[src/rtl/exc_ctrl.sv]
// -----------------------------------------------------------------------------
// exc_ctrl -- exception / interrupt initiator at the commit point (end of MEM).
//
// Gathers the per-instruction exception flags and the pending-interrupt state,
// picks one cause by priority and latches it. It then waits for any outstanding
// data-memory access to drain, pulses the cp0 exception port, flushes IF..MEM,
// and redirects fetch either to the handler vector or, for ERET, to EPC.
//
// Ports
//   clk, resetn            clock, asynchronous active-low reset
//   commit_valid/pc/ds     instruction at commit, its PC and delay-slot flag
//   f_adel d_ri d_sys d_bp per-stage exception flags of the committing instr
//   e_ov m_adel m_ades
//   m_vaddr                data address for m_adel / m_ades
//   d_eret                 committing instruction is ERET
//   mem_busy               data-memory transaction outstanding (no flush yet)
//   status_ie/exl/im       cp0 status fields
//   cause_ip               cp0 cause.IP
//   epc                    cp0 EPC (read in REDIRECT, after cp0 updated it)
//   exception, exccode,    one-cycle cp0 exception port; the data fields are
//   exc_pc, exc_ds,        zero outside that cycle
//   badvaddr
//   stall                  hold commit and everything upstream
//   flush                  kill all in-flight instructions
//   redirect_valid/pc      one-cycle fetch redirect
// -----------------------------------------------------------------------------
module exc_ctrl #(
   parameter logic [31:0] HANDLER_PC = 32'hBFC0_0380,
   parameter int          EXC_W      = 5
) (
   input  logic             clk,
   input  logic             resetn,
   input  logic             commit_valid,
   input  logic [31:0]      commit_pc,
   input  logic             commit_ds,
   input  logic             f_adel,
   input  logic             d_ri,
   input  logic             d_sys,
   input  logic             d_bp,
   input  logic             e_ov,
   input  logic             m_adel,
   input  logic             m_ades,
   input  logic [31:0]      m_vaddr,
   input  logic             d_eret,
   input  logic             mem_busy,
   input  logic             status_ie,
   input  logic             status_exl,
   input  logic [7:0]       status_im,
   input  logic [7:0]       cause_ip,
   input  logic [31:0]      epc,
   output logic             exception,
   output logic [EXC_W-1:0] exccode,
   output logic [31:0]      exc_pc,
   output logic             exc_ds,
   output logic [31:0]      badvaddr,
   output logic             stall,
   output logic             flush,
   output logic             redirect_valid,
   output logic [31:0]      redirect_pc
);

   // Cause codes (cp0.vh values; ERET uses a code outside the hardware set).
   localparam logic [EXC_W-1:0] EXC_INT  = EXC_W'(5'h00);
   localparam logic [EXC_W-1:0] EXC_ADEL = EXC_W'(5'h04);
   localparam logic [EXC_W-1:0] EXC_ADES = EXC_W'(5'h05);
   localparam logic [EXC_W-1:0] EXC_SYS  = EXC_W'(5'h08);
   localparam logic [EXC_W-1:0] EXC_BP   = EXC_W'(5'h09);
   localparam logic [EXC_W-1:0] EXC_RI   = EXC_W'(5'h0A);
   localparam logic [EXC_W-1:0] EXC_OV   = EXC_W'(5'h0C);
   localparam logic [EXC_W-1:0] EXC_ERET = EXC_W'(5'h1F);

   localparam logic [1:0] S_IDLE     = 2'd0;
   localparam logic [1:0] S_DRAIN    = 2'd1;
   localparam logic [1:0] S_SIGNAL   = 2'd2;
   localparam logic [1:0] S_REDIRECT = 2'd3;

   logic [1:0]       state;
   logic [EXC_W-1:0] lat_code;
   logic [31:0]      lat_pc;
   logic             lat_ds;
   logic [31:0]      lat_bva;
   logic             lat_eret;

   logic             int_pend;
   logic             any_flag;
   logic             take;
   logic [EXC_W-1:0] ev_code;
   logic [31:0]      ev_bva;
   logic             ev_eret;

   // Interrupts are masked while EXL is set; synchronous causes are not.
   assign int_pend = status_ie & ~status_exl & (|(status_im & cause_ip));
   assign any_flag = f_adel | d_ri | d_sys | d_bp | e_ov | m_adel | m_ades;
   assign take     = commit_valid & (int_pend | any_flag | d_eret);

   // Priority select. An interrupt on an ERET wins and suppresses the ERET,
   // so the ERET re-executes after the handler returns.
   always_comb begin
      ev_code = EXC_ERET;
      ev_bva  = '0;
      ev_eret = 1'b0;
      if (int_pend)      ev_code = EXC_INT;
      else if (f_adel) begin
         ev_code = EXC_ADEL;
         ev_bva  = commit_pc;
      end
      else if (d_ri)     ev_code = EXC_RI;
      else if (e_ov)     ev_code = EXC_OV;
      else if (d_sys)    ev_code = EXC_SYS;
      else if (d_bp)     ev_code = EXC_BP;
      else if (m_adel) begin
         ev_code = EXC_ADEL;
         ev_bva  = m_vaddr;
      end
      else if (m_ades) begin
         ev_code = EXC_ADES;
         ev_bva  = m_vaddr;
      end
      else               ev_eret = 1'b1;
   end

   always_ff @(posedge clk or negedge resetn) begin
      if (!resetn) begin
         state    <= S_IDLE;
         lat_code <= '0;
         lat_pc   <= '0;
         lat_ds   <= 1'b0;
         lat_bva  <= '0;
         lat_eret <= 1'b0;
      end else begin
         case (state)
            S_IDLE: if (take) begin
               lat_code <= ev_code;
               lat_pc   <= commit_pc;
               lat_ds   <= commit_ds;
               lat_bva  <= ev_bva;
               lat_eret <= ev_eret;
               state    <= mem_busy ? S_DRAIN : S_SIGNAL;
            end
            // Latched cause is frozen here; new flags / interrupts are ignored.
            S_DRAIN:    if (!mem_busy) state <= S_SIGNAL;
            S_SIGNAL:   state <= S_REDIRECT;
            default:    state <= S_IDLE;
         endcase
      end
   end

   // Outputs decode straight from state so an asynchronous reset clears them
   // in the same instant.
   always_comb begin
      exception      = (state == S_SIGNAL);
      exccode        = exception ? lat_code : '0;
      exc_pc         = exception ? lat_pc   : '0;
      exc_ds         = exception & lat_ds;
      badvaddr       = exception ? lat_bva  : '0;
      stall          = (state == S_DRAIN) | (state == S_SIGNAL);
      flush          = (state == S_SIGNAL) | (state == S_REDIRECT);
      redirect_valid = (state == S_REDIRECT);
      redirect_pc    = '0;
      if (redirect_valid) redirect_pc = lat_eret ? epc : HANDLER_PC;
   end

endmodule

[config.mk]
export PLATFORM = sky130hd
export DESIGN_NAME = exc_ctrl
export DESIGN_NICKNAME = d
export VERILOG_FILES = /design/src/rtl/exc_ctrl.sv
export SDC_FILE = /design/constraint.sdc
export NUM_CORES = 1
export LEC_CHECK = 0
export BUFFER_PORTS_ARGS = -buffer_cell sky130_fd_sc_hd__buf_4
export CORE_ASPECT_RATIO = 0.9
export CORE_MARGIN = 10
export CORE_UTILIZATION = 26
export CTS_BUF_LIST = sky130_fd_sc_hd__clkbuf_8
export CTS_CLUSTER_SIZE = 14
export DETAILED_ROUTE_END_ITERATION = 7
export PLACE_DENSITY = 0.5
export SLEW_MARGIN = 40
export SYNTH_ARGS = -nofsm -noshare
export SYNTH_HDL_FRONTEND = slang
export SYNTH_SLANG_ARGS = --single-unit
[constraint.sdc]
create_clock -name clk -period 2.4 [get_ports clk]
set_clock_uncertainty 0.1 [all_clocks]
set_input_delay 0.48 -clock clk [delete_from_list [all_inputs] [get_ports clk]]
set_output_delay 0.48 -clock clk [all_outputs]
set_load 0.005 [all_outputs]
==> impl_metrics.tcl, run 1 <==
set metrics [dict create \
    tns_ns 0 \
    min_period_over_period 0.967 \
    synth-main-ff-cell "dfrtp_1" \
    status "finished clean" \
    place.detailed.hpwl_um 12800 \
    clockRootBuffer "clkbuf_8" \
    grt.overflow.total 0 \
    die_area_sq_um 22600 \
    drc 0 \
    areaGrowthSynthToFinish_pct 51.2 \
    synth.yosys.seq_area_share 0.408 \
    clk_latency_ns 0.36 \
    cts_tree "built" \
    portBuffers 232 \
    synth_async_sr_flop_share 1.00 \
    synthTopCellsByArea "dfrtp_1 (41%), mux2_4 (10%), and2_1 (9.9%), o32ai_1 (6.7%), a22oi_1 (5.9%)" \
    grt_pass1_wl_um 25500 \
    rows 45 \
    grt_pass1_vias 4627 \
    clk_pin_slew_ns 0.08 \
    grt_max_degree 73 \
    vias_per_cell 4.81 \
    core_area_sq_um 16800 \
    peakVddDrop_mv 0.310 \
    worst_setup_path_end_kind "primary output" \
    report.final.slew_viol_count 0 \
    critPathLaunch "state[0]" \
    cpMostUsedCell "buf_4" \
    totalWireLength_um 17000 \
    syn_inst 451 \
    initial_core_util 0.263 \
    antenna_left 0 \
    critical_path_class "flip-flop to primary output" \
    max_stage_delay_ns 0.45 \
    die_w_um 157 \
    period_minus_slack_ns 2.32 \
    fill_cells 1663 \
    synth_warnings 0 \
    cp.required_ns 1.82 \
    cpLargestDelayFamily "buffers and inverters" \
    final_area_sq_um 6690 \
    first_pass_iters 4 \
    drive_above_1_share 0.454 \
    antenna_found_initial 0 \
    post_dp_cell_area_sq_um 6430 \
    synth_nets 582 \
    critPathBufInv 3 \
    die_y_um 144 \
    setup_violations 0 \
    leakage_nw 3.28 \
    power.density_nw_per_um2 973 \
    numCtsBuffers 9 \
    place_inst 866 \
    hp-class "input port to flip-flop" \
    vias 4248 \
    drt-initial-drc-count 171 \
    syn-cell-area_sq_um 4420 \
    synth_edf_count 0 \
    final_nets 798 \
    path_cells "inv_1 -> ha_2 -> buf_4 -> and2_1 -> buf_4" \
    worstMarginPinSlew_ns 0.751 \
    synth.distinct_cells 34 \
    cp_max_fo 29 \
    cts_buffer_depth 2 \
    numClockSinks 72 \
    cp-start-kind "flip-flop" \
    slowest_stage "dfrtp_2" \
    slew_headroom 0.499 \
    grtUsageTotal 0.143 \
    synth_top_cell_by_area "dfrtp_1" \
    syn_avg_cell_area_sq_um 9.80 \
    place_congestion 0.864 \
    max_cap_violations 0 \
    crit_arrival_ns 1.74 \
    final_cells 884 \
    hold_viol_final 0 \
    yosys.area.top_type_share 0.408 \
    wl_per_cell_um 19.2 \
    cts_max_level 3 \
    ys_ff_latch 72 \
    rsz0062_at_grt "yes" \
    reg2reg_from "state[0]" \
    holdCritStartpoint "commit_ds" \
    clock.fmax_ghz 0.431 \
    num_io_pins 233 \
]
-- sequential cells by signal, indices dropped and copies added (netlist names) --
register,flops
lat_code,5
state,2
lat_bva,32
lat_ds,1
lat_pc,32
-- cell families (layout without fill, tap and decap cells) --
family                     count (synthesis)  count (layout)  synth area share
other                                      0               1                 0
and+or+nand+nor                          183             183             0.237
buffers and inverters                     58             279            0.0569
DFF                                       72              72             0.408
muxes                                     34              34             0.112
AOI/OAI and AO/OA                        100             100             0.175
adders and majority gates                  4               4            0.0113
-- path summary, 6_finish.rpt --
path	slack [ns]	to	cells past startpoint
worst max-delay path	0.08	badvaddr[12]	5
max in group asynchronous	1.11	lat_pc[31]	3
worst max register to register	0.19	lat_pc[2]	7
min in group asynchronous	0.49	lat_pc[6]	2
worst min register to register	0.41	lat_pc[26]	1
worst min-delay path	0.25	lat_ds	2
-- metrics by stage --
| step | util | hold slack (ns) | worst slack, ns | power [W] |
|---|---|---|---|---|
| 2_1_floorplan | - | 0.0844 | 0.331 | 0.00392 |
| 3_3_place_gp | 0.383 | 0.369 | 0.212 | 0.00536 |
| 3_5_place_dp | 0.383 | 0.377 | 0.179 | 0.00543 |
| 4_1_cts | 0.398 | 0.212 | 0.0318 | 0.00661 |
| 5_1_grt | 0.398 | 0.222 | -0.0626 | 0.00703 |
| 6_report | 0.398 | 0.246 | 0.0782 | 0.00651 |
-- worst register-to-register path: stages, from the launching register on --
cell     delay (ns)
dfrtp_2        0.45
inv_1          0.12
ha_1           0.18
nand2_1        0.19
a31o_4         0.29
o21ai_4        0.08
buf_4          0.31
mux2_2         0.39
-- synthesized netlist by cell type, types with 5 or more instances --
library cell / n
clkbuf_1: 31
dfrtp_1: 72
inv_1: 17
a21boi_0: 12
and2_1: 70
nor2b_1: 32
nor2_1: 9
nand2_1: 41
o32ai_1: 34
and3_1: 20
o21ai_0: 5
a21oi_1: 6
buf_2: 6
a22oi_1: 35
mux2_4: 30
-- cells in the final DEF (no fill, tap or decap), types with 2 or more instances in the layout --
cell | Yosys | routed
buf_4 | 1 | 239
dfrtp_1 | 72 | 71
and2_1 | 70 | 70
nand2_1 | 41 | 41
a22oi_1 | 35 | 35
o32ai_1 | 34 | 34
nor2b_1 | 32 | 32
mux2_4 | 30 | 30
and3_1 | 20 | 20
inv_1 | 17 | 17
a21boi_0 | 12 | 12
clkbuf_8 | 0 | 9
nor2_1 | 9 | 8
a21oi_1 | 6 | 6
o21ai_0 | 5 | 5
buf_12 | 0 | 5
mux2_2 | 4 | 4
or4_1 | 3 | 3
clkinv_4 | 0 | 3
nor4_4 | 1 | 2
o21bai_1 | 2 | 2
a31oi_1 | 2 | 2
ha_1 | 4 | 2
bufinv_16 | 0 | 2
-- timing repair --
action                                 in CTS  in global routing
pin swaps                                   0                  0
hold buffers                                1                  0
buffers inserted                            0                  0
endpoints found under the hold margin      32                  0
resized for setup                           2                  2
gates cloned                                0                  0
setup endpoints to repair                  65                 39
-- per-layer routing --
| layer | vias up | share of wire | GRT usage |
|---|---|---|---|
| met5 | - | 0 | 0 |
| met4 | 0 | 0.015 | 0.0423 |
| met3 | 20 | 0.090 | 0.0532 |
| met2 | 171 | 0.48 | 0.247 |
| met1 | 2035 | 0.41 | 0.160 |
| li1 | 2022 | - | - |
-- cell type report --
class / count / area [sq um] / share of cell area
antenna: 1 / 2.50 / 0.000374
timing repair buffer: 246 / 1920 / 0.287
sequential: 72 / 1800 / 0.270
clock inverter: 7 / 105 / 0.0157
inverter: 17 / 63.8 / 0.00955
multi-input combinational: 321 / 2410 / 0.360
clock buffer: 9 / 124 / 0.0185
tap: 211 / 264 / 0.0395
-- report_power, final --
part / switching [W] / internal [W] / total (W)
logic: 0.00137 / 0.00184 / 0.00321
clock network: 0.000521 / 0.000597 / 0.00112
registers: 0.000369 / 0.00181 / 0.00218
total: 0.00226 / 0.00425 / 0.00651
No activity file was read; power rests on OpenSTA's default activity.
==> run 2: changes to the inputs <==
--- a/config.mk
+++ b/config.mk
@@ -5,7 +5,7 @@
 export SDC_FILE = /design/constraint.sdc
 export NUM_CORES = 1
 export LEC_CHECK = 0
-export BUFFER_PORTS_ARGS = -buffer_cell sky130_fd_sc_hd__buf_4
+export BUFFER_PORTS_ARGS = -buffer_cell sky130_fd_sc_hd__buf_2
 export CORE_ASPECT_RATIO = 0.9
 export CORE_MARGIN = 10
 export CORE_UTILIZATION = 26
==> run 2 against run 1 <==
Against the previous run: critical path depth unchanged; fmax increased by 1.7%; cell count up 0.23%; core utilization is 3.1 points lower.
==> impl_metrics.tcl, run 2 (synthesis gave the netlist of run 1 again) <==
set metrics [dict create \
    tns_ns 0 \
    leakage_nw 3.20 \
    mostFrequentLayoutCell "buf_2" \
    period_minus_slack_ns 2.28 \
    crit_arrival_ns 1.70 \
    rows 45 \
    reg2reg_slack_ns 0.19 \
    vias_per_cell 4.80 \
    cts_tree "built" \
    final_nets 801 \
    worstMarginPinSlew_ns 0.737 \
    wl_per_cell_um 18.7 \
    final_cells 886 \
    min_period_over_period 0.952 \
    num_antenna_cells 0 \
    die_w_um 157 \
    place.detailed.hpwl_um 12500 \
    antenna_left 0 \
    clk_pin_slew_ns 0.08 \
    peakVddDrop_mv 0.345 \
    holdCritStartpoint "commit_pc[28]" \
    report.final.slew_viol_count 0 \
    cts_max_level 3 \
    worst_slack_ns 0.116 \
    grt.overflow.total 0 \
    seq_area_sq_um 1800 \
    areaGrowthSynthToFinish_pct 39.5 \
    power.density_nw_per_um2 1020 \
    grt_max_degree 73 \
    clk_latency_ns 0.36 \
    reg.largest.list "lat_bva: 32 flops, lat_pc: 32 flops, lat_code: 5 flops" \
    status "finished clean" \
    num_io_pins 233 \
    path_cells "inv_2 -> ha_4 -> buf_12 -> or2_2 -> buf_2" \
    slowest_stage "dfrtp_1" \
    slew_headroom 0.508 \
    setup_violations 0 \
    antenna_found_initial 0 \
    cts_buffer_depth 2 \
    grt_pass1_wl_um 25000 \
    fin_util 0.368 \
    r2r_cells 7 \
    core_area_sq_um 16800 \
    grtUsageTotal 0.140 \
    holdPathEnd "lat_pc[28]" \
    die_area_sq_um 22600 \
    cp.required_ns 1.82 \
    critical_path_class "flip-flop to primary output" \
    r2r-end "lat_code[1]" \
    final_cell_mix "buf_2 (231), dfrtp_1 (72), and2_1 (70)" \
    dp_slack_ns 0.215 \
    vias 4249 \
    totalWireLength_um 16500 \
    clock.fmax_ghz 0.438 \
    drt-initial-drc-count 162 \
    fill_cells 1753 \
    whs_path_depth 2 \
    first_pass_iters 4 \
    worst_setup_path_end_kind "primary output" \
    cp-start-kind "flip-flop" \
    place_congestion 0.871 \
    reg2reg_from "state[1]" \
    hold_viol_final 0 \
    numCtsBuffers 9 \
    cp_max_fo 33 \
    die_y_um 144 \
    max_cap_violations 0 \
    drc 0 \
    numClockSinks 72 \
    hp-class "input port to flip-flop" \
    drive_above_1_share 0.456 \
    place_inst 867 \
    initial_core_util 0.263 \
    grt_pass1_vias 4527 \
    rsz0062_at_grt "no" \
    portBuffers 232 \
    multi_input_area_sq_um 2420 \
    clockRootBuffer "clkbuf_8" \
    max_stage_delay_ns 0.45 \
]
run 2: worst max-delay path: cells and delay by family, from the launching register on:
kind | cells | cell delay, ns
DFF | 1 | 0.45
and+or+nand+nor | 1 | 0.27
buffers and inverters | 3 | 0.39
adders and majority gates | 1 | 0.21
run 2: layout make-up:
type                       instances  area share
clock inverter                     6      0.0146
multi-input combinational        321       0.392
inverter                          17      0.0103
sequential                        72       0.292
timing repair buffer             249       0.226
clock buffer                      10      0.0223
tap                              211      0.0428
run 2: per-stage QoR:
| step | hold WS, ns | power, W | area (sq um) |
|---|---|---|---|
| 2_1_floorplan | 0.0844 | 0.00392 | 4420 |
| 3_3_place_gp | 0.384 | 0.00508 | 5890 |
| 3_5_place_dp | 0.386 | 0.00516 | 5890 |
| 4_1_cts | 0.226 | 0.00635 | 6140 |
| 5_1_grt | 0.237 | 0.00680 | 6170 |
| 6_report | 0.258 | 0.00628 | 6170 |
run 2: where the power goes:
part / internal, W / total [W] / switching [W]
Combinational: 0.00161 / 0.00298 / 0.00137
Clock: 0.000617 / 0.00113 / 0.000508
Sequential: 0.00181 / 0.00217 / 0.000364
Total: 0.00404 / 0.00628 / 0.00224
run 2: worst max-delay path by stage:
stage	start	end	slack (ns)	depth (start not counted)
floorplan	state[0]	lat_ds	0.33	8
global placement	d_ri	lat_pc[29]	0.26	7
detailed placement	state[1]	redirect_pc[24]	0.22	3
CTS	state[1]	redirect_pc[24]	0.02	3
global route	state[0]	flush	0.02	5
finish	state[0]	flush	0.12	5
run 2: timing repair:
| action | 4_1_cts | 5_1_grt |
|---|---|---|
| hold buffers | 1 | 0 |
| setup buffers | 0 | 2 |
| resized for setup | 2 | 2 |
| endpoints found under the hold margin | 13 | 0 |
| endpoints found under the setup margin | 38 | 33 |
run 2: routing by layer:
metal	track usage	share of wire	up-vias
met5	0	0	-
met4	0.0305	0.011	0
met3	0.0559	0.094	14
met2	0.244	0.48	166
met1	0.156	0.42	2039
li1	-	-	2030
==> run 3: changes to the inputs <==
--- a/config.mk
+++ b/config.mk
@@ -7,7 +7,6 @@
 export LEC_CHECK = 0
 export BUFFER_PORTS_ARGS = -buffer_cell sky130_fd_sc_hd__buf_2
 export CORE_ASPECT_RATIO = 0.9
-export CORE_MARGIN = 10
 export CORE_UTILIZATION = 26
 export CTS_BUF_LIST = sky130_fd_sc_hd__clkbuf_8
 export CTS_CLUSTER_SIZE = 14
==> constraint.sdc (replaced) <==
create_clock -name clk -period 2.4 [get_ports clk]
set_clock_uncertainty 0.1 [all_clocks]
set_input_delay 0 -clock clk [delete_from_list [all_inputs] [get_ports clk]]
set_output_delay 0 -clock clk [all_outputs]
set_load 0.005 [all_outputs]
==> run 3 against run 2 <==
Against the previous run: critical path depth grew 2; worst hold slack lost 0.24 ns; first-iteration DRC count shrank 3.1%; total power shrank 2.9%; flip-flop and latch count is the same; non-clock buffer count grew 39; register-to-register slack lost 0.12 ns; clock power shrank 11%.
==> impl_metrics.tcl, run 3 (synthesis gave the netlist of run 1 again) <==
set metrics [dict create \
    antenna_found_initial 0 \
    period_minus_slack_ns 2.33 \
    p_sw_frac 0.360 \
    status "finished clean" \
    clk_pin_slew_ns 0.09 \
    die_y_um 126 \
    vias_per_cell 4.70 \
    hold_slack_ns 0.0215 \
    leakage_nw 3.32 \
    p_sw_w 0.00219 \
    final_nets 840 \
    crit_arrival_ns 2.48 \
    cts_buffer_depth 2 \
    hp-class "input port to flip-flop" \
    drt-initial-drc-count 157 \
    place.detailed.hpwl_um 9840 \
    grtUsageTotal 0.162 \
    worstMarginPinSlew_ns 0.699 \
    fin_util 0.393 \
    initial_core_util 0.270 \
    num_io_pins 233 \
    antenna_left 0 \
    areaGrowthSynthToFinish_pct 45.4 \
    cp-start-kind "flip-flop" \
    fill_cells 1688 \
    rsz0062_at_grt "no" \
    place_congestion 0.787 \
    comb_power_share 0.479 \
    final_area_sq_um 6430 \
    seq_area_sq_um 1800 \
    holdCritStartpoint "m_vaddr[1]" \
    final_cell_mix "buf_2 (231), dfrtp_1 (71), and2_1 (70)" \
    cts_tree "built" \
    min_period_over_period 0.973 \
    totalWireLength_um 14000 \
    grt_pass1_vias 4354 \
    clockRootBuffer "clkbuf_8" \
    critPathLaunch "state[0]" \
    first_pass_iters 4 \
    numCtsBuffers 9 \
    numClockSinks 72 \
    reg.largest.list "lat_bva: 32 flops, lat_pc: 32 flops, lat_code: 5 flops" \
    report.final.slew_viol_count 0 \
    drc 0 \
    cp_max_fo 6 \
    critical_path_class "flip-flop to flip-flop" \
    die_area_sq_um 17500 \
    power.density_nw_per_um2 949 \
    die_w_um 139 \
    portBuffers 232 \
    cts_max_level 3 \
    slew_headroom 0.534 \
    max_cap_violations 0 \
    grt_max_degree 73 \
    place_inst 864 \
    setup_violations 0 \
    worst_setup_path_end_kind "flip-flop" \
    tns_ns 0 \
    num_antenna_cells 0 \
    grt.overflow.total 0 \
    post_dp_cell_area_sq_um 5820 \
    vias 4327 \
    mostFrequentLayoutCell "buf_2" \
    clk_latency_ns 0.36 \
    multi_input_area_sq_um 2390 \
    wl_per_cell_um 15.2 \
    cp.required_ns 2.55 \
    p_clk_frac 0.166 \
    p_int_w 0.00391 \
    grt_pass1_wl_um 22500 \
    reg2reg_from "state[0]" \
    final_cells 921 \
    peakVddDrop_mv 0.299 \
    pwr-share-seq 0.355 \
    core_area_sq_um 16400 \
    hold_viol_final 0 \
    drive_above_1_share 0.434 \
    rows 44 \
    clock.fmax_ghz 0.428 \
]
run 3: cell types whose count changed in the layout (fill, tap and decap cells not counted), sizes merged:
| cell | previous run | this run |
|---|---|---|
| clkbuf | 10 | 9 |
| bufinv | 2 | 1 |
| dlygate4sd3 | 1 | 39 |
| inv | 18 | 20 |
| buf | 248 | 249 |
run 3: worst paths after layout:
| check | slack (ns) | end | cells after the start |
|---|---|---|---|
| worst max-delay path | 0.07 | lat_code[4] | 7 |
| worst max register to register | 0.07 | lat_code[4] | 7 |
| worst min register to register | 0.41 | lat_ds | 1 |
| max in group asynchronous | 1.59 | state[1] | 2 |
| worst min-delay path | 0.02 | lat_bva[1] | 4 |
| min in group asynchronous | 0.07 | lat_pc[16] | 2 |
run 3: timing repair:
item / 4_1_cts / 5_1_grt
setup buffers: 0 / 2
endpoints found under the setup margin: 0 / 1
hold endpoints to repair: 141 / 0
gates resized for setup: 0 / 1
hold buffers: 39 / 0
run 3: layout make-up:
class / instances / share of cell area
Sequential cell: 72 / 0.281
Inverter: 17 / 0.00993
Clock inverter: 7 / 0.0121
Multi-Input combinational cell: 321 / 0.372
Timing Repair Buffer: 288 / 0.266
Tap cell: 207 / 0.0403
Clock buffer: 9 / 0.0193
run 3: stage by stage:
| stage | worst slack (ns) | total power, W |
|---|---|---|
| after floorplan | 0.331 | 0.00392 |
| after global placement | 0.376 | 0.00495 |
| after detailed placement | 0.250 | 0.00503 |
| after CTS | 0.0431 | 0.00615 |
| after global routing | 0.00529 | 0.00659 |
| final | 0.0652 | 0.00610 |
run 3: layer usage:
layer,share of wire,up-vias,global-route usage
met5,0,-,0
met4,0.012,0,0.0451
met3,0.054,12,0.0399
met2,0.49,144,0.279
met1,0.45,2063,0.202
li1,-,2108,-
run 3: power by group through the flow:
stage | clock (W) | sequential [W] | combinational, W
global placement | 0 | 0.00217 | 0.00278
floorplan | 0 | 0.00203 | 0.00189
CTS | 0.00105 | 0.00217 | 0.00292
finish | 0.00101 | 0.00217 | 0.00292
detailed placement | 0 | 0.00218 | 0.00285
global route | 0.00111 | 0.00225 | 0.00323
run 3: worst max-delay path, cell delays in order (launching register included):
cell and delay, ns:
dfrtp_1 0.42, inv_2 0.07, ha_1 0.21, buf_4 0.16, a31oi_1 0.12, dlygate4sd3_1 0.57, nor2_1 0.04, dlygate4sd3_1 0.55
